### src/rtl/cpucmd_fifo_writer_if.sv
// ---------------------------------------------------------------------------
// cpucmd_fifo_writer_if
//   Groups the two buses of the cpucmd_fifo write-side producer.
//   Command stream (ECPU -> writer):
//     cmd_data   word payload
//     cmd_valid  word valid
//     cmd_last   word is last of packet (qualified by valid & ready)
//     cmd_ready  writer accepts word this cycle
//   FIFO write port (writer -> cpucmd_fifo):
//     fifo_data  cpucmd_fifo Data
//     fifo_we    cpucmd_fifo WrEn
//     fifo_full  cpucmd_fifo Full
//   modport master : the ECPU/FIFO environment around the writer
//   modport slave  : the writer itself
// ---------------------------------------------------------------------------
interface cpucmd_fifo_writer_if #(
    parameter int FT_DATA_WIDTH = 32
);
    logic [FT_DATA_WIDTH-1:0] cmd_data;
    logic                     cmd_valid;
    logic                     cmd_last;
    logic                     cmd_ready;
    logic [FT_DATA_WIDTH-1:0] fifo_data;
    logic                     fifo_we;
    logic                     fifo_full;

    modport master (
        output cmd_data, cmd_valid, cmd_last, fifo_full,
        input  cmd_ready, fifo_data, fifo_we
    );

    modport slave (
        input  cmd_data, cmd_valid, cmd_last, fifo_full,
        output cmd_ready, fifo_data, fifo_we
    );
endinterface

### src/rtl/cpucmd_fifo_writer.sv
// ---------------------------------------------------------------------------
// cpucmd_fifo_writer
//   Write-side producer for cpucmd_fifo. Collects one complete ECPU packet
//   into a local buffer, then writes {tag, seq, len} header followed by the
//   payload words into the FIFO. Packets longer than MAX_WORDS are dropped.
// Ports:
//   clk               ECPU clock (= cpucmd_fifo WrClock)
//   reset             synchronous, active-high
//   bus               slave side of cpucmd_fifo_writer_if (stream + FIFO port)
//   data_incomming_o  packet being collected or emitted (to sel_a2f)
//   busy_o            FSM not idle
//   pkt_cnt_o         packets fully written to FIFO (wrapping)
//   drop_cnt_o        packets dropped for overflow (saturating)
// ---------------------------------------------------------------------------
module cpucmd_fifo_writer #(
    parameter int           FT_DATA_WIDTH = 32,
    parameter int           MAX_WORDS     = 64,
    parameter logic [7:0]   HDR_TAG       = 8'hC5
) (
    input  logic                    clk,
    input  logic                    reset,
    cpucmd_fifo_writer_if.slave     bus,
    output logic                    data_incomming_o,
    output logic                    busy_o,
    output logic [15:0]             pkt_cnt_o,
    output logic [7:0]              drop_cnt_o
);

    localparam int AW = $clog2(MAX_WORDS);
    localparam int CW = AW + 1;
    localparam logic [CW-1:0] MAX_CNT = CW'(MAX_WORDS);

    typedef enum logic [2:0] {IDLE, COLLECT, HDR, PAYLOAD, DROP} state_t;

    state_t          state_q, state_d;
    logic [CW-1:0]   cnt_q, cnt_d;
    logic [AW-1:0]   rd_ptr_q, rd_ptr_d;
    logic [7:0]      seq_q, seq_d;
    logic [15:0]     pkt_cnt_q, pkt_cnt_d;
    logic [7:0]      drop_cnt_q, drop_cnt_d;

    // Packet buffer: data only, no reset needed.
    logic [FT_DATA_WIDTH-1:0] buf_q [MAX_WORDS];

    logic          xfer;
    logic          store_en;
    logic [AW-1:0] store_addr;
    logic          last_payload;

    assign xfer       = bus.cmd_valid & bus.cmd_ready;
    assign store_en   = xfer && ((state_q == IDLE) ||
                                 ((state_q == COLLECT) && (cnt_q < MAX_CNT)));
    assign store_addr = (state_q == IDLE) ? '0 : cnt_q[AW-1:0];
    assign last_payload = ({1'b0, rd_ptr_q} == (cnt_q - CW'(1)));

    always_ff @(posedge clk) begin
        if (store_en) begin
            buf_q[store_addr] <= bus.cmd_data;
        end
    end

    // State and counter registers
    always_ff @(posedge clk) begin
        if (reset) begin
            state_q    <= IDLE;
            cnt_q      <= '0;
            rd_ptr_q   <= '0;
            seq_q      <= '0;
            pkt_cnt_q  <= '0;
            drop_cnt_q <= '0;
        end else begin
            state_q    <= state_d;
            cnt_q      <= cnt_d;
            rd_ptr_q   <= rd_ptr_d;
            seq_q      <= seq_d;
            pkt_cnt_q  <= pkt_cnt_d;
            drop_cnt_q <= drop_cnt_d;
        end
    end

    // Next-state logic
    always_comb begin
        state_d    = state_q;
        cnt_d      = cnt_q;
        rd_ptr_d   = rd_ptr_q;
        seq_d      = seq_q;
        pkt_cnt_d  = pkt_cnt_q;
        drop_cnt_d = drop_cnt_q;
        unique case (state_q)
            IDLE: begin
                if (xfer) begin
                    cnt_d   = CW'(1);
                    state_d = bus.cmd_last ? HDR : COLLECT;
                end
            end
            COLLECT: begin
                if (xfer) begin
                    if (cnt_q == MAX_CNT) begin
                        // Overflow: the packet cannot be framed, discard it.
                        if (drop_cnt_q != 8'hFF) drop_cnt_d = drop_cnt_q + 8'd1;
                        state_d = bus.cmd_last ? IDLE : DROP;
                    end else begin
                        cnt_d = cnt_q + CW'(1);
                        if (bus.cmd_last) state_d = HDR;
                    end
                end
            end
            DROP: begin
                if (xfer && bus.cmd_last) state_d = IDLE;
            end
            HDR: begin
                if (bus.fifo_we) begin
                    rd_ptr_d = '0;
                    state_d  = PAYLOAD;
                end
            end
            PAYLOAD: begin
                if (bus.fifo_we) begin
                    if (last_payload) begin
                        state_d   = IDLE;
                        seq_d     = seq_q + 8'd1;
                        pkt_cnt_d = pkt_cnt_q + 16'd1;
                    end else begin
                        rd_ptr_d = rd_ptr_q + AW'(1);
                    end
                end
            end
            default: state_d = IDLE;
        endcase
    end

    // Outputs: buffer read is combinational so payload words stream without gaps.
    always_comb begin
        bus.cmd_ready    = 1'b1;
        bus.fifo_we      = 1'b0;
        bus.fifo_data    = '0;
        data_incomming_o = 1'b0;
        busy_o           = (state_q != IDLE);
        unique case (state_q)
            IDLE: ;
            COLLECT: data_incomming_o = 1'b1;
            DROP: ;
            HDR: begin
                bus.cmd_ready    = 1'b0;
                data_incomming_o = 1'b1;
                bus.fifo_we      = ~bus.fifo_full;
                bus.fifo_data    = FT_DATA_WIDTH'({HDR_TAG, seq_q, 16'(cnt_q)});
            end
            PAYLOAD: begin
                bus.cmd_ready    = 1'b0;
                data_incomming_o = 1'b1;
                bus.fifo_we      = ~bus.fifo_full;
                bus.fifo_data    = buf_q[rd_ptr_q];
            end
            default: ;
        endcase
    end

    assign pkt_cnt_o  = pkt_cnt_q;
    assign drop_cnt_o = drop_cnt_q;

endmodule

### src/flat_wrapper.sv
// flat-port wrapper written by rule: the top's interface ports become plain ports
module cpucmd_fifo_writer_flat 
#(
    parameter int           FT_DATA_WIDTH = 32,
    parameter int           MAX_WORDS     = 64,
    parameter logic [7:0]   HDR_TAG       = 8'hC5
)
  (clk, reset, data_incomming_o, busy_o, pkt_cnt_o, drop_cnt_o, bus_cmd_data, bus_cmd_valid, bus_cmd_last, bus_fifo_full, bus_cmd_ready, bus_fifo_data, bus_fifo_we);
  cpucmd_fifo_writer_if #(.FT_DATA_WIDTH(FT_DATA_WIDTH)) bus_i ();
  input  logic clk;
  input  logic reset;
  output logic data_incomming_o;
  output logic busy_o;
  output logic [15:0] pkt_cnt_o;
  output logic [7:0] drop_cnt_o;
  input wire logic [$bits(bus_i.cmd_data)-1:0] bus_cmd_data;
  input wire logic [$bits(bus_i.cmd_valid)-1:0] bus_cmd_valid;
  input wire logic [$bits(bus_i.cmd_last)-1:0] bus_cmd_last;
  input wire logic [$bits(bus_i.fifo_full)-1:0] bus_fifo_full;
  output wire logic [$bits(bus_i.cmd_ready)-1:0] bus_cmd_ready;
  output wire logic [$bits(bus_i.fifo_data)-1:0] bus_fifo_data;
  output wire logic [$bits(bus_i.fifo_we)-1:0] bus_fifo_we;
  assign bus_i.cmd_data = bus_cmd_data;
  assign bus_i.cmd_valid = bus_cmd_valid;
  assign bus_i.cmd_last = bus_cmd_last;
  assign bus_i.fifo_full = bus_fifo_full;
  assign bus_cmd_ready = bus_i.cmd_ready;
  assign bus_fifo_data = bus_i.fifo_data;
  assign bus_fifo_we = bus_i.fifo_we;
  cpucmd_fifo_writer #(.FT_DATA_WIDTH(FT_DATA_WIDTH), .MAX_WORDS(MAX_WORDS), .HDR_TAG(HDR_TAG)) u_core (.clk(clk), .reset(reset), .bus(bus_i), .data_incomming_o(data_incomming_o), .busy_o(busy_o), .pkt_cnt_o(pkt_cnt_o), .drop_cnt_o(drop_cnt_o));
endmodule
### config.mk
export PLATFORM = sky130hd
export DESIGN_NAME = cpucmd_fifo_writer_flat
export DESIGN_NICKNAME = d
export VERILOG_FILES = /design/src/rtl/cpucmd_fifo_writer_if.sv /design/src/rtl/cpucmd_fifo_writer.sv /design/src/flat_wrapper.sv
export SDC_FILE = /design/constraint.sdc
export NUM_CORES = 2
export LEC_CHECK = 0
export CAP_MARGIN = 20
export CORE_UTILIZATION = 30
export DETAILED_ROUTE_END_ITERATION = 7
export PLACE_DENSITY_LB_ADDON = 0.12
export SYNTH_ARGS = -nofsm -noshare
export SYNTH_HDL_FRONTEND = slang
export SYNTH_SLANG_ARGS = --single-unit
### constraint.sdc
create_clock -name clk -period 6.3 [get_ports clk]
set_clock_uncertainty 0.1 [all_clocks]
set_input_delay 1.26 -clock clk [delete_from_list [all_inputs] [get_ports clk]]
set_output_delay 1.26 -clock clk [all_outputs]
set_load 0.01 [all_outputs]
* Word level (Yosys, flattened, before mapping)
Memory sizes are Yosys's and may differ from the RTL's. A register that Yosys moved wholly into a read port is not among the register bits. Index checks and enable logic that the tools add are counted.
Storage, ports and cells: register bits after elaboration 48, RAM bits 2048, bits of input ports 37, output and inout port bits 60, logic and storage cells 75, memories kept 1
Memory list:
- u_core.buf_q | words 64, bits a word 32, rd ports 1, clocked after Yosys merged registers in 1, wr ports 1, line cpucmd_fifo_writer.sv:43 | logic [FT_DATA_WIDTH-1:0] buf_q [MAX_WORDS];
Operators by class: add/sub/neg operators 6, magnitude comparators 1, equality and inequality tests 16, mux-type cells 28, bitwise operators 2, reduce and logical (&&, ||, !) cells 15
Operators by type and width (number):
- $pmux W32 S2 | 1
- $mux W6 | 6
- $mux W3 | 9
- $mux W7 | 3
- $add A16 B1 Y16 const B | 1
- $add A8 B1 Y8 const B | 2
- $pmux W3 S5 | 1
- $pmux W7 S2 | 1
- $pmux W6 S2 | 1
- $reduce_and A4 Y1 | 3
- $ne A2 B1 Y1 const B | 4
- $ne A2 B2 Y1 const B | 4
- $ne A8 B8 Y1 const B | 1
- $add A7 B1 Y7 const B | 1
- $eq A6 B7 Y1 | 1
- $eq A7 B7 Y1 const B | 1
- $lt A7 B7 Y1 const B | 1
- $reduce_and A7 Y1 | 1
- $sub A7 B1 Y7 const B | 1
- $add A6 B1 Y6 const B | 1
- $eq A3 B2 Y1 const B | 2
- $mux W1 | 5
- $reduce_bool A2 Y1 | 2
- $eq A3 B1 Y1 const B | 1
- other kinds (12) | 14

* Logic depth before layout (Yosys ltp)
depth in word-level cells 7, mapped depth 11

* Worst setup path before layout
Ideal clock, no wire load.
path type in2reg, start input port bus_cmd_valid, end memory u_core.buf_q[56][0] (enable), library setup time 0.432 ns, arrival 4.025 ns, data required time 5.768 ns, slack 1.743 ns, cell stages on the path 6, buffers on the path 0, path through nor2b_1 -> nand2_1 -> a21oi_1 -> and3_1 -> nand3_1 -> a21oi_1
On the way: cells in the longest elaborated chain, start to end 4
RTL lines:
- from (decl) | line flat_wrapper.sv:17 | input wire logic [$bits(bus_i.cmd_valid)-1:0] bus_cmd_valid;
- $and A1 B1 Y1 | line cpucmd_fifo_writer.sv:50 | assign xfer = bus.cmd_valid & bus.cmd_ready;
- $logic_and A1 B1 Y1 | line cpucmd_fifo_writer.sv:51 | assign store_en = xfer && ((state_q == IDLE) ||
- $mux W1 | line cpucmd_fifo_writer.sv:57 | if (store_en) begin
- $mux W1 (implied by the code) | line cpucmd_fifo_writer.sv:58 | buf_q[store_addr] <= bus.cmd_data;
- to (decl) | line cpucmd_fifo_writer.sv:43
No other way between the ends.

==> run metrics <==
synthesized cell area 81,000 um2; CTS tree yes; row count 190; drt via density 5.19; share of synthesized area occupied by flip-flops and latches 77.3%; outcome finished clean; final std cell area, no fill 95,700 um2; routed wire length on met3 16,800 um; worst min-delay path class reg2reg; pin count of the biggest net entering global routing 65; Port-buffer cells 96; final setup margin 0.259 ns; CP Data Required Time 4.94 ns; Avg Cell Area, Syn 22.3 um2; routability congestion estimate 0.786; maximum achievable frequency 166 MHz; final cell count without fillers 7,785; total nets after synthesis 3,677; pwr dens 303 nW/um2; number of buffers created by CTS 231; Crit Reg-Reg Startpoint u_core.state_q[2]; startpoint kind of the worst setup timing path flop; leakage power figure 0.0286 uW; worst-case headroom to the max-slew limit 29.5%; crit path max fanout 28; most common cell type on the critical path buf_4; Post-Place Cell Area 88,400 um2; Root Driver clkbuf_16; number of warning messages in the yosys log 0; sum of net half-perimeters after detailed placement 160,000 um; Max H-tree Level 4; post-detailed-route wirelength per cell 34.6 um; total track usage 19.7%; crit-path cells buf_12 -> buf_4 -> mux4_2 -> and3_1 -> a31oi_1 -> nand4_1 -> a22oi_1 -> o21ai_2 -> buf_4 -> clkdlybuf4s50_1; crit end category output pin; slowest stage cell on the critical path dfxtp_4; IR drop worst, VDD 203 uV; FFs w/ async S/R, synth 0%; later-pin clock latency in the skew report 0.89 ns; Worst Hold Slack 0.403 ns; unrepaired setup endpoints after global routing false; Inst Count DP 7,348; die height 522 um; number of enable-type register cells in the synthesized netlist 2,048; final setup TNS 0 ns; starting density of the core 30.2%; total detailed-routing wirelength 269,000 um; post-route antenna net violation count 0; number of design-rule violations left by the first detailed-router iteration 4,258; synthesized instance count 3,633; DR vias 40,400; cell type contributing the most total cell area after synthesis edfxtp_1; global-route wire length before repair 365,000 um; number of hold violations in the final report 0; number of global-route vias before repair 41,200; worst slew pin tran 1.05 ns; overall die width 522 um; final net count 4,081; I/O pin cnt 97; P&R area growth vs syn 18.2%; synth top area cells edfxtp_1 (76%), mux4_2 (16%), dfxtp_1 (1.3%), mux2i_1 (0.70%), nor2_1 (0.65%); post-cts hold buffer count 0; Most used DFF post-synth edfxtp_1; count of distinct cell types in the synthesized netlist 63; DRC 0; final critical-path share of the clock period 95.9%; overall die area 272,000 um2; global route total overflow 0; fraction of final layout cells sized beyond drive strength 1 30.2%; type of the worst setup path reg2out; reported max-cap violation count 0; flop and latch count out of synthesis 2,102; clk buf depth 4; wire length on met2 128,000 um; max incr delay on CP 0.62 ns; CTS sink count 2,102; clock slew at the register clock pins of the worst setup and hold paths 0.07 ns; dpl ws 0.588 ns; number of max-slew violations in the final report 0; source of the worst hold timing path u_core.drop_cnt_o[5]; M1 wire length 120,000 um; highest layer used for signal routing met5; total of endpoints with negative setup slack in the final report 0; standard cell core area 268,000 um2; Critical Path AT 4.68 ns; Synth top area share 75.9%; antenna violations before repair 22; drt first pass iters 7; final critical path time including I/O delays and setup 6.04 ns
==> layout make-up <==
| type | count | area, um2 |
|---|---|---|
| inverter | 15 | 57.6 |
| tap | 3552 | 4440 |
| timing repair buffer | 358 | 3490 |
| fill | 24800 | 172000 |
| sequential | 2102 | 62600 |
| multi-input combinational | 1329 | 18000 |
| clock buffer | 286 | 6040 |
| antenna | 8 | 20.0 |
| clock inverter | 135 | 1080 |
==> through the flow <==
step | util (%) | power, uW
floorplan | - | 15900
global placement | 33.0 | 16300
detailed placement | 33.0 | 16300
CTS | 35.6 | 29300
global route | 35.7 | 29800
finish | 35.7 | 29000
==> report_power, final <==
part | switching, uW | internal, uW | leakage (uW)
logic | 460 | 190 | 0.00620
registers | 8.82 | 15400 | 0.0189
clock network | 5540 | 7450 | 0.00350
==> flip-flops by register name, indices dropped and copies added (netlist names), named ones only <==
register,cells
u_core.state_q,3
u_core.buf_q,2048
u_core.cnt_q,7
u_core.pkt_cnt_o,16
u_core.seq_q,8
u_core.drop_cnt_o,8
u_core.rd_ptr_q,6
==> critical path: cells and delay by family (launching register included) <==
family | cells | cell delay, ns
AOI/OAI and AO/OA | 3 | 0.94
buffers and inverters | 4 | 1.37
DFF | 1 | 0.62
muxes | 1 | 0.36
and+or+nand+nor | 2 | 0.39
==> per-layer routing <==
| metal | track usage (%) | up-vias |
|---|---|---|
| met1 | 28.2 | 22400 |
| met5 | 0 | - |
| met2 | 31.6 | 1331 |
| met4 | 3.79 | 10 |
| met3 | 3.42 | 282 |
| li1 | - | 16300 |
==> final timing paths <==
check	endpoint	slack, ns	depth (start not counted)
setup / recovery	bus_fifo_data[0]	0.26	10
hold / removal	u_core.drop_cnt_o[5]	0.40	2
setup reg to reg	u_core.buf_q[36][26]	2.35	5
hold reg to reg	u_core.drop_cnt_o[5]	0.40	2
==> Yosys cell counts, drive strengths merged (18+ instances only) <==
library cell and n:
nand2 74, nor2b 18, nand3 32, a211oi 26, a22oi 36, o21ai 58
buf 120, edfxtp 2048, a21oi 78, o22ai 30, mux4 570, clkbuf 67
dfxtp 54, nor2 141, mux2i 57
==> logic make-up after synthesis <==
logic type,share of synthesized area (%)
buffers and inverters,1.14
multiplexers,16.7
adder cells (fa/ha/maj),0.108
XOR/XNOR,0.222
AND/OR/NAND/NOR,2.23
flip-flops,77.3
AO/OA/AOI/OAI,2.29
==> repair_timing <==
action                                  4_1_cts  5_1_grt
endpoints found under the setup margin        3        0
resized for setup                             3        0
setup buffers                                 3        0
==> cells in the final DEF, fill, tap and decap left out, drive strengths merged, types with 17 or more instances in the layout <==
cell	instances
a211oi	26
a21oi	78
a22oi	36
buf	295
bufinv	17
clkbuf	286
clkdlybuf4s50	63
clkinv	107
dfxtp	54
edfxtp	2048
inv	20
mux2i	57
mux4	570
nand2	74
nand3	32
nor2	141
nor2b	18
o21ai	58
o22ai	30
Power figures use the tool's default switching activity.
